File: config.mk
export PLATFORM = sky130hd
export DESIGN_NAME = joy_input_conditioner
export DESIGN_NICKNAME = d
export VERILOG_FILES = /design/src/rtl/joy_input_conditioner.sv
export SDC_FILE = /design/constraint.sdc
export NUM_CORES = 1
export LEC_CHECK = 0
export ABC_CLOCK_PERIOD_IN_PS = 10600
export BUFFER_PORTS_ARGS = -buffer_cell sky130_fd_sc_hd__clkbuf_2
export CELL_PAD_IN_SITES_DETAIL_PLACEMENT = 1
export CELL_PAD_IN_SITES_GLOBAL_PLACEMENT = 1
export CORE_MARGIN = 10
export CORE_UTILIZATION = 40
export DETAILED_ROUTE_END_ITERATION = 7
export HOLD_SLACK_MARGIN = 0.15
export PLACE_DENSITY_LB_ADDON = 0.1
export SLEW_MARGIN = 15
export SYNTH_ARGS = -nofsm -noshare
export SYNTH_HDL_FRONTEND = slang
export SYNTH_SLANG_ARGS = --single-unit
File: constraint.sdc
create_clock -name clk -period 10.6 [get_ports clk]
set_input_delay 0 -clock clk [delete_from_list [all_inputs] [get_ports clk]]
set_output_delay 0 -clock clk [all_outputs]
set_load 0.02 [all_outputs]
File: src/rtl/joy_input_conditioner.sv
// Joystick-select and switch-bank input front end: 2-flop synchronisers,
// per-channel counter debounce, edge pulses and select auto-repeat.
module joy_input_conditioner #(
  parameter int N_SW          = 8,
  parameter int DB_CYCLES     = 50000,
  parameter int REPEAT_DELAY  = 12500000,
  parameter int REPEAT_PERIOD = 2500000
) (
  input  logic            clk,
  input  logic            rst,
  input  logic            joy_select_raw,
  input  logic [N_SW-1:0] switch_raw,
  output logic            joy_select,
  output logic            joy_press,
  output logic            joy_release,
  output logic [N_SW-1:0] switch,
  output logic [N_SW-1:0] switch_changed
);

  localparam int NCH = N_SW + 1;
  localparam int SEL = N_SW;
  localparam int DBW = $clog2(DB_CYCLES + 1);
  localparam logic [DBW-1:0] DB_LAST = DBW'(DB_CYCLES - 1);

  localparam int MAX_R = (REPEAT_DELAY > REPEAT_PERIOD) ? REPEAT_DELAY : REPEAT_PERIOD;
  localparam int HW    = (MAX_R > 1) ? $clog2(MAX_R) : 1;
  localparam logic [HW-1:0] DELAY_LAST  = HW'((REPEAT_DELAY > 0) ? REPEAT_DELAY - 1 : 0);
  localparam logic [HW-1:0] PERIOD_LAST = HW'(REPEAT_PERIOD - 1);
  localparam logic REPEAT_EN = (REPEAT_DELAY != 0);

  typedef enum logic [1:0] {IDLE, HELD, REPEAT} state_t;

  logic [NCH-1:0] raw_all;
  logic [NCH-1:0] sync1_q, sync1_d;
  logic [NCH-1:0] sync2_q, sync2_d;
  logic [NCH-1:0] stable_q, stable_d;
  logic [NCH-1:0] flip;
  logic [DBW-1:0] db_cnt_q [NCH];
  logic [DBW-1:0] db_cnt_d [NCH];
  logic [N_SW-1:0] changed_q, changed_d;

  state_t         state_q, state_d;
  logic [HW-1:0]  hold_cnt_q, hold_cnt_d;
  logic           press_q, press_d;
  logic           release_q, release_d;
  logic           sel_rise, sel_fall, delay_hit, period_hit;

  assign raw_all = {joy_select_raw, switch_raw};
  assign sync1_d = raw_all;
  assign sync2_d = sync1_q;

  // Debounce: any cycle of agreement clears the count; the flip happens on
  // the edge that would take the count to DB_CYCLES, so it never wraps.
  always_comb begin
    for (int i = 0; i < NCH; i++) begin
      db_cnt_d[i] = '0;
      stable_d[i] = stable_q[i];
      flip[i]     = 1'b0;
      if (sync2_q[i] != stable_q[i]) begin
        if (db_cnt_q[i] == DB_LAST) begin
          stable_d[i] = sync2_q[i];
          flip[i]     = 1'b1;
        end else begin
          db_cnt_d[i] = db_cnt_q[i] + 1'b1;
        end
      end
    end
  end

  assign changed_d  = flip[N_SW-1:0];
  assign sel_rise   = flip[SEL] & ~stable_q[SEL];
  assign sel_fall   = flip[SEL] &  stable_q[SEL];
  assign delay_hit  = (hold_cnt_q == DELAY_LAST);
  assign period_hit = (hold_cnt_q == PERIOD_LAST);

  always_comb begin
    state_d    = state_q;
    hold_cnt_d = hold_cnt_q;
    unique case (state_q)
      IDLE: begin
        if (sel_rise) begin
          state_d    = HELD;
          hold_cnt_d = '0;
        end
      end
      HELD: begin
        if (sel_fall) begin
          state_d = IDLE;
        end else if (REPEAT_EN) begin
          if (delay_hit) begin
            state_d    = REPEAT;
            hold_cnt_d = '0;
          end else begin
            hold_cnt_d = hold_cnt_q + 1'b1;
          end
        end
      end
      REPEAT: begin
        if (sel_fall) begin
          state_d = IDLE;
        end else if (period_hit) begin
          hold_cnt_d = '0;
        end else begin
          hold_cnt_d = hold_cnt_q + 1'b1;
        end
      end
      default: state_d = IDLE;
    endcase
  end

  // A fall suppresses any repeat press due on the same edge.
  always_comb begin
    press_d   = 1'b0;
    release_d = 1'b0;
    unique case (state_q)
      IDLE: press_d = sel_rise;
      HELD: begin
        release_d = sel_fall;
        press_d   = !sel_fall && REPEAT_EN && delay_hit;
      end
      REPEAT: begin
        release_d = sel_fall;
        press_d   = !sel_fall && period_hit;
      end
      default: begin
        press_d   = 1'b0;
        release_d = 1'b0;
      end
    endcase
  end

  always_ff @(posedge clk or posedge rst) begin
    if (rst) begin
      sync1_q    <= '0;
      sync2_q    <= '0;
      stable_q   <= '0;
      changed_q  <= '0;
      state_q    <= IDLE;
      hold_cnt_q <= '0;
      press_q    <= 1'b0;
      release_q  <= 1'b0;
      for (int i = 0; i < NCH; i++) db_cnt_q[i] <= '0;
    end else begin
      sync1_q    <= sync1_d;
      sync2_q    <= sync2_d;
      stable_q   <= stable_d;
      changed_q  <= changed_d;
      state_q    <= state_d;
      hold_cnt_q <= hold_cnt_d;
      press_q    <= press_d;
      release_q  <= release_d;
      for (int i = 0; i < NCH; i++) db_cnt_q[i] <= db_cnt_d[i];
    end
  end

  assign joy_select     = stable_q[SEL];
  assign switch         = stable_q[N_SW-1:0];
  assign switch_changed = changed_q;
  assign joy_press      = press_q;
  assign joy_release    = release_q;

endmodule
======== Word-level counts from Yosys, hierarchy flattened ========
Cells that the tools add are included.
operators by class
  add/subtract/negate cells ............... 10
  multipliers ............................. 0
  divide/modulo/power cells ............... 0
  magnitude comparators ................... 0
  equality and inequality tests ........... 27
  shifts and indexed selects .............. 0
  multiplexer cells ....................... 49
  bitwise gates (word level) .............. 3
  reduce and logical (&&, ||, !) cells .... 17
operators by type and width
  cell                                                                     number
  16-bit two-way mux                                                       18
  16-bit by 1-bit adder with 16-bit output, second input constant          9
  16-bit equality test, second input constant                              9
  24-bit two-way mux                                                       5
  24-bit case mux with 3 select lines                                      1
  24-bit by 1-bit adder with 24-bit output, second input constant          1
  24-bit by 22-bit equality test with 1-bit output, second input constant  1
  24-bit equality test, second input constant                              1
  1-bit two-way mux                                                        19
  2-bit AND reduction                                                      9
  1-bit != test                                                            9
  2-bit two-way mux                                                        4
  2-bit != test, second input constant                                     4
  2-bit case mux with 3 select lines                                       1
  4-bit AND reduction                                                      1
  3-bit != test, second input constant                                     1
  1-bit case mux with 3 select lines                                       1
  3-bit AND reduction                                                      1
  3-bit nonzero test                                                       1
  1-bit bitwise AND                                                        2
  2-bit by 1-bit equality test with 1-bit output, second input constant    1
  2-bit equality test, second input constant                               1
  1-bit logical AND                                                        2
  2-bit zero test                                                          1
  3 further kinds                                                          3
word-level totals
  flip-flop bits (word level) ............. 207
  latch bits .............................. 0
  RAM bits ................................ 0
  bits in read-only memories .............. 0
  input bits .............................. 11
  output and inout port bits .............. 19
  word-level logic and storage cells ...... 131
  memories ................................ 0

======== Depth between registers and ports, before layout ========
Gate-level depths: netlist (run 1).
  depth after elaboration ................. 7
  depth in mapped cells ................... 10
  depth with buffers taken out ............ 8

======== Least setup slack after synthesis (run 1) ========
No wires, ideal clock.
  path type ............................... register to register
  from .................................... register db_cnt_q[11] in the netlist's numbering
  to ...................................... register hold_cnt_q[15]
  setup time .............................. 131 ps
  arrival time ............................ 2158 ps
  required time ........................... 10469 ps
  setup slack ............................. 8311 ps
  cell stages (with the launch flop) ...... 9
  buffers on the path ..................... 2
  clock period less this slack ............ 2289 ps
  cell sequence ........................... dfrtp_1 > or4b_4 > nor4_4 > nand2_4 > a21o_1 > buf_4 > buf_6 > a2bb2oi_1 > o31ai_1
on the way
  word-level cells in the longest chain between the ends .. 6
  elaborated cells on any way between the ends .. 9
  those cells by class .................... eq/ne: 4; mux: 2; bitwise: 2; reduce/logical: 1
ends and longest elaborated chain
  item                                         line    RTL
  start: declaration                           38      logic [DBW-1:0] db_cnt_q [NCH];
  16-bit equality test (*)                     60      if (db_cnt_q[i] == DB_LAST) begin
  1-bit two-way mux (*)                        60
  1-bit two-way mux (*)                        59      if (sync2_q[i] != stable_q[i]) begin
  1-bit bitwise AND, on equally long branches  72, 71
  2-bit != test (no source line)               n/a
  4-bit AND reduction (no source line) (*)     n/a
  end signal: assignment                       149     hold_cnt_q <= hold_cnt_d;
  end: declaration                             43      logic [HW-1:0] hold_cnt_q, hold_cnt_d;
Every way passes the cells marked *; elsewhere a longest branch is shown, timed or not.
A chain may end at the register's enable or synchronous reset.

======== Worst setup path in the final report (run 1) ========
  from .................................... register db_cnt_q[11] in the netlist's numbering
  to ...................................... register hold_cnt_q[2]
Same word-level chain as after synthesis.

==> metrics.yaml, run 1 <==
cells_and_area:
  diodes: 0
  drive_above_1_share_pct: 9.92
  nets: 1038
  fin_area_um2: 11200
  n_fill_cell: 2683
  fin_util_pct: 46.4
  area_growth_pct: 14.5
synthesis:
  yosysMostFrequentCell: "dfrtp_1"
  synth_fp_nets: 993
  yosysSeqAreaShare_pct: 52.7
  synthMuxAreaShare_pct: 0.917
  synth-seq-cells: 207
  synth_simple_gate_area_share_pct: 24.2
  yosysTopAreaCell: "dfrtp_1"
  synth_compound_area_share_pct: 6.19
  synthTopCellsByArea: "dfrtp_1 53%, xor2_1 7.6%, nor2_1 6.7%"
  synth_top_family_by_area: "simple AND/OR/NAND/NOR gates"
  synthAdderAreaFrac_pct: 1.78
  syn_inst: 968
  synth_flop_cell: "dfrtp_1"
  synth-xor-area-share_pct: 11.8
  synth_area_um2: 9830
  async_flop_share_pct: 100
  synth_edf_count: 0
  ys_types: 58
  yosysTopAreaCellShare_pct: 52.7
  avgSynthCellArea_um2: 10.2
  ys_warn_count: 0
  ys_top_cells_by_count: "207 x dfrtp_1, 175 x nor2_1, 85 x xor2_1"
setup_path:
  critPathKind: "register to register"
  cp_slowest_stage_delay_ps: 650
  crit_slowest_cell: "a21o_1"
  crit_path_cell_trace: "or4b_4, nor4_4, a221o_1, a21o_1, nor2_4, a22o_1"
  r2r-end: "hold_cnt_q[2]"
  ff2ff_setup_slack_ps: 7670
  crit_fanout: 18
  required_ps: 11000
  r2r_start: "db_cnt_q[11]"
  startpoint_type: "register"
  critPathCaptureType: "register"
  rr_worst_depth: 6
  cp.arrival_ps: 3330
sta:
  fin_crit_sh_pct: 27.6
  layout_min_cycle_time_ps: 2930
  skew_ps: 10.1
  maxSlewViolCount: 0
  setup_viol: 0
  worst_slack_ps: 7670
  tightestPinTransition_ps: 890
  hold_viol: 0
  fmax_ghz: 0.342
  rsz0062_at_grt: "false"
  fin_tns_setup_ps: 0
  max_slew_margin_pct: 40.7
clocking:
  cts_num_sinks: 207
  clk_path_buf_depth: 3
  htree_levels: 1
  clockRootBuffer: "clkbuf_16"
  postCtsSetupBuffers: 0
  clk_pin_slew_ps: 60
  clk_latency_ps: 510
  cts-hold-fix-buffers: 18
  cts_made_buffers: 25
  cts_resized: 0
  cts_tree: "done"
global_route:
  globalRoute.totalOverflow: 0
  grt_pass1_wl_mm: 36.6
  grt_pass1_vias: 7375
  grt_usage_pct: 13.7
  grt_max_degree: 128
  antenna_found_initial: 0
floorplan:
  ioPinCount: 30
  die_x_um: 177
  die_y_um: 177
  fp.dieArea_um2: 31200
  floorplan.core_area_um2: 24200
  initial_core_util_pct: 40.5
  rows: 57
power:
  p_leak_nw: 4.97
  power_w: 0.00169
  vdd_drop_max_mv: 0.101
  power.density_nw_per_um2: 150
routing:
  avgViaCountPerCell: 5.16
  vias: 6977
  ant_nets: 0
  drt-total-wl_mm: 20.8
  drc: 0
  dr.pass1.iters: 6
  drt_iter0_drc: 304
  wl_per_cell_um: 15.4
min_path:
  min_to: "sync1_q[2]"
  holdCritStartpoint: "switch_raw[2]"
  min_path_type: "input pin to register"
  holdPathStages: 2
place:
  place_hpwl_mm: 13.6
  pre_cts_slack_ps: 7630
  routabilityCongestion: 0.763
  place_area_um2: 10200
  io_buffers: 29
status:
  status: "completed"
flow_run:
  drv_cap: 0
-- metrics by stage --
| step | std cells | hold WS, ps |
|---|---|---|
| after floorplan | 968 | 31.4 |
| after global placement | 1291 | 109 |
| after detailed placement | 1291 | 111 |
| after CTS | 1351 | 154 |
| after global routing | 1352 | 167 |
| final | 1352 | 173 |
-- state kept, by name (all words and copies together), names as in the netlist --
register	flops
db_cnt_q	144
hold_cnt_q	24
joy_press	1
joy_release	1
stable_q	9
state_q	2
switch_changed	8
sync1_q	9
sync2_q	9
-- where the power goes --
group          switching [W]  internal, W
sequential         0.0000103     0.000803
combinational      0.0000335    0.0000165
clock               0.000315     0.000514
-- cell families (layout without fill, tap and decap cells) --
group           count (synthesis)  after routing
compound gates                 71             71
simple gates                  480            480
xor+xnor                      132            132
flops                         207            207
fa+ha+maj                      14             14
buf+inv                        56            116
mux                             8              8
-- worst max path at each step --
stage / startpoint / to / slack, ps
finish: db_cnt_q[11] / hold_cnt_q[2] / 7670
global placement: db_cnt_q[11] / hold_cnt_q[22] / 7700
CTS: db_cnt_q[11] / hold_cnt_q[2] / 7620
global route: db_cnt_q[11] / hold_cnt_q[22] / 7480
floorplan: rst / db_cnt_q[0] / 4950
detailed placement: db_cnt_q[11] / hold_cnt_q[6] / 7630
-- cell type report --
type	instances	area, um^2	area share, %
clock inverters	6	86.3	0.767
clock buffers	36	717	6.37
inverters	25	101	0.901
repair buffers	49	353	3.14
well taps	324	405	3.60
flip-flops and latches	207	5180	46.0
multi-input cells	705	4410	39.2
-- per-layer routing --
metal / vias up / wire length, um / part of all wire, % / global-route usage, %
met2: 55 / 9530 / 46 / 22.1
met4: 0 / 389 / 1.9 / 3.50
met5: - / 0 / 0 / 0
li1: 3405 / - / - / -
met1: 3491 / 10300 / 50 / 18.7
met3: 26 / 570 / 2.7 / 2.33
-- worst max-delay path: cells and delay by family (launching register included) --
family             cells  cell delay [ps]
DFF                    1              440
AOI/OAI and AO/OA      3             1170
and+or+nand+nor        3             1210
-- layout by cell type, fill, tap and decap left out, types with 7 or more instances in the layout --
| master | count |
|---|---|
| and4_1 | 9 |
| dlygate4sd3_1 | 18 |
| nand3_1 | 68 |
| nand2_1 | 74 |
| inv_1 | 24 |
| o21ai_0 | 17 |
| nor3_1 | 21 |
| ha_1 | 14 |
| mux2_2 | 8 |
| clkbuf_2 | 29 |
| xnor2_1 | 47 |
| dfrtp_1 | 207 |
| and3_1 | 42 |
| nor4_1 | 13 |
| nand4_1 | 34 |
| a22o_1 | 7 |
| clkbuf_16 | 25 |
| xor2_1 | 85 |
| nor2_1 | 175 |
Power figures use the tool's default switching activity.
==> run 2: changes to the inputs <==
--- a/config.mk
+++ b/config.mk
@@ -5,7 +5,7 @@
 export SDC_FILE = /design/constraint.sdc
 export NUM_CORES = 1
 export LEC_CHECK = 0
-export ABC_CLOCK_PERIOD_IN_PS = 10600
+export ABC_CLOCK_PERIOD_IN_PS = 2850
 export BUFFER_PORTS_ARGS = -buffer_cell sky130_fd_sc_hd__clkbuf_2
 export CELL_PAD_IN_SITES_DETAIL_PLACEMENT = 1
 export CELL_PAD_IN_SITES_GLOBAL_PLACEMENT = 1
==> constraint.sdc (replaced) <==
create_clock -name clk -period 2.85 [get_ports clk]
set_input_delay 0 -clock clk [delete_from_list [all_inputs] [get_ports clk]]
set_output_delay 0 -clock clk [all_outputs]
set_load 0.02 [all_outputs]
==> metrics.yaml, run 2 (synthesized netlist as in run 1, its figures left out) <==
status:
  status: "completed"
cells_and_area:
  drive_above_1_share_pct: 11.6
  regMostFlops: "db_cnt_q"
  nets: 1051
  reg.largest.list: "db_cnt_q x144, hold_cnt_q x24"
  final_cell_mix: "207 x dfrtp_1, 175 x nor2_1, 85 x xor2_1"
  diodes: 0
  n_fill_cell: 2668
  largest_register_ff_count: 144
  fin_cells: 1369
  area_growth_pct: 16.8
  layout_commonest_cell: "dfrtp_1"
sta:
  rsz0062_at_grt: "false"
  fmax_ghz: 0.383
  layout_min_cycle_time_ps: 2610
  hold_viol: 0
  skew_ps: 19.7
  fin_crit_sh_pct: 91.7
  fin_tns_setup_ps: 0
  maxSlewViolCount: 0
  setup_viol: 0
  tightestPinTransition_ps: 905
  max_slew_margin_pct: 39.5
clocking:
  clk_path_buf_depth: 3
  clk_latency_ps: 520
  cts_tree: "done"
  cts_num_sinks: 207
  htree_levels: 1
  cts_resized: 0
  postCtsSetupBuffers: 0
  clk_pin_slew_ps: 60
  cts_made_buffers: 25
  clockRootBuffer: "clkbuf_16"
  cts-hold-fix-buffers: 18
setup_path:
  ff2ff_setup_slack_ps: 240
  cp.arrival_ps: 3020
  rr_worst_depth: 7
  required_ps: 3260
  crit_fanout: 12
  crit_slowest_cell: "or4b_4"
  r2r-end: "hold_cnt_q[15]"
  cp_slowest_stage_delay_ps: 590
  crit_path_cell_trace: "or4b_4, nor4_4, a221o_1, a21o_1, buf_4, a2bb2oi_1, o31ai_1"
  critPathCaptureType: "register"
  r2r_start: "db_cnt_q[11]"
  critPathKind: "register to register"
  startpoint_type: "register"
power:
  vdd_drop_max_mv: 0.406
  p_leak_nw: 5.08
  power_w: 0.00664
  power.density_nw_per_um2: 579
place:
  routabilityCongestion: 0.763
  io_buffers: 29
  place_hpwl_mm: 14.1
  dp_cells: 1305
flow_run:
  drv_cap: 0
floorplan:
  floorplan.core_area_um2: 24200
  fp.dieArea_um2: 31200
  rows: 57
  die_y_um: 177
  initial_core_util_pct: 40.5
  ioPinCount: 30
  die_x_um: 177
global_route:
  grt_max_degree: 49
  globalRoute.totalOverflow: 0
  grt_pass1_vias: 7627
  grt_pass1_wl_mm: 37.4
  antenna_found_initial: 0
  grt_usage_pct: 14.0
routing:
  vias: 7058
  avgViaCountPerCell: 5.16
  drt-total-wl_mm: 21.5
  drt_iter0_drc: 314
  dr.pass1.iters: 4
  drc: 0
  wl_per_cell_um: 15.7
  ant_nets: 0
min_path:
  holdCritStartpoint: "switch_raw[2]"
  min_path_type: "input pin to register"
  min_to: "sync1_q[2]"
  holdPathStages: 2
run 2: power by group:
part / internal [W] / switching [W] / leakage, nW
clock: 0.00217 / 0.00125 / 0.433
sequential: 0.00298 / 0.0000382 / 2.83
combinational: 0.0000706 / 0.000127 / 1.82
run 2: per-layer routing:
layer  up-vias  wire [um]  track usage, %
li1       3423          -               -
met1      3545      10100            18.4
met2        64      10300            23.7
met3        26        647            2.26
met4         0        398            3.50
met5         -          0               0
run 2: critical path, delay by kind of cell (launching register included):
kind	cells	cell delay, ps
compound gates	4	740
buf+inv	1	300
simple gates	2	1050
flops	1	430
run 2: how the worst max path moves through the flow:
| stage | startpoint | endpoint | slack (ps) | cells past startpoint |
|---|---|---|---|---|
| detailed placement | db_cnt_q[11] | hold_cnt_q[15] | 260 | 7 |
| floorplan | rst | db_cnt_q[0] | 160 | 1 |
| CTS | db_cnt_q[11] | hold_cnt_q[15] | 240 | 7 |
| global placement | db_cnt_q[11] | hold_cnt_q[14] | 310 | 7 |
| global route | db_cnt_q[11] | hold_cnt_q[19] | 110 | 7 |
| finish | db_cnt_q[11] | hold_cnt_q[15] | 240 | 7 |
run 2: area by class of cell:
| type | count | area, um^2 | area share [%] |
|---|---|---|---|
| clock buffer | 33 | 696 | 6.06 |
| clock inverter | 13 | 201 | 1.76 |
| inverter | 25 | 97.6 | 0.851 |
| multi-input combinational | 705 | 4410 | 38.4 |
| sequential | 207 | 5180 | 45.1 |
| tap | 324 | 405 | 3.53 |
| timing repair buffer | 62 | 488 | 4.25 |
run 2: per-stage QoR:
stage	hold WS (ps)	instance area, um^2	setup slack, ps	utilization [%]
2_1_floorplan	31.4	9830	164	-
3_3_place_gp	108	10400	306	42.9
3_5_place_dp	110	10400	257	42.9
4_1_cts	162	11500	241	47.3
5_1_grt	187	11500	109	47.3
6_report	185	11500	237	47.3
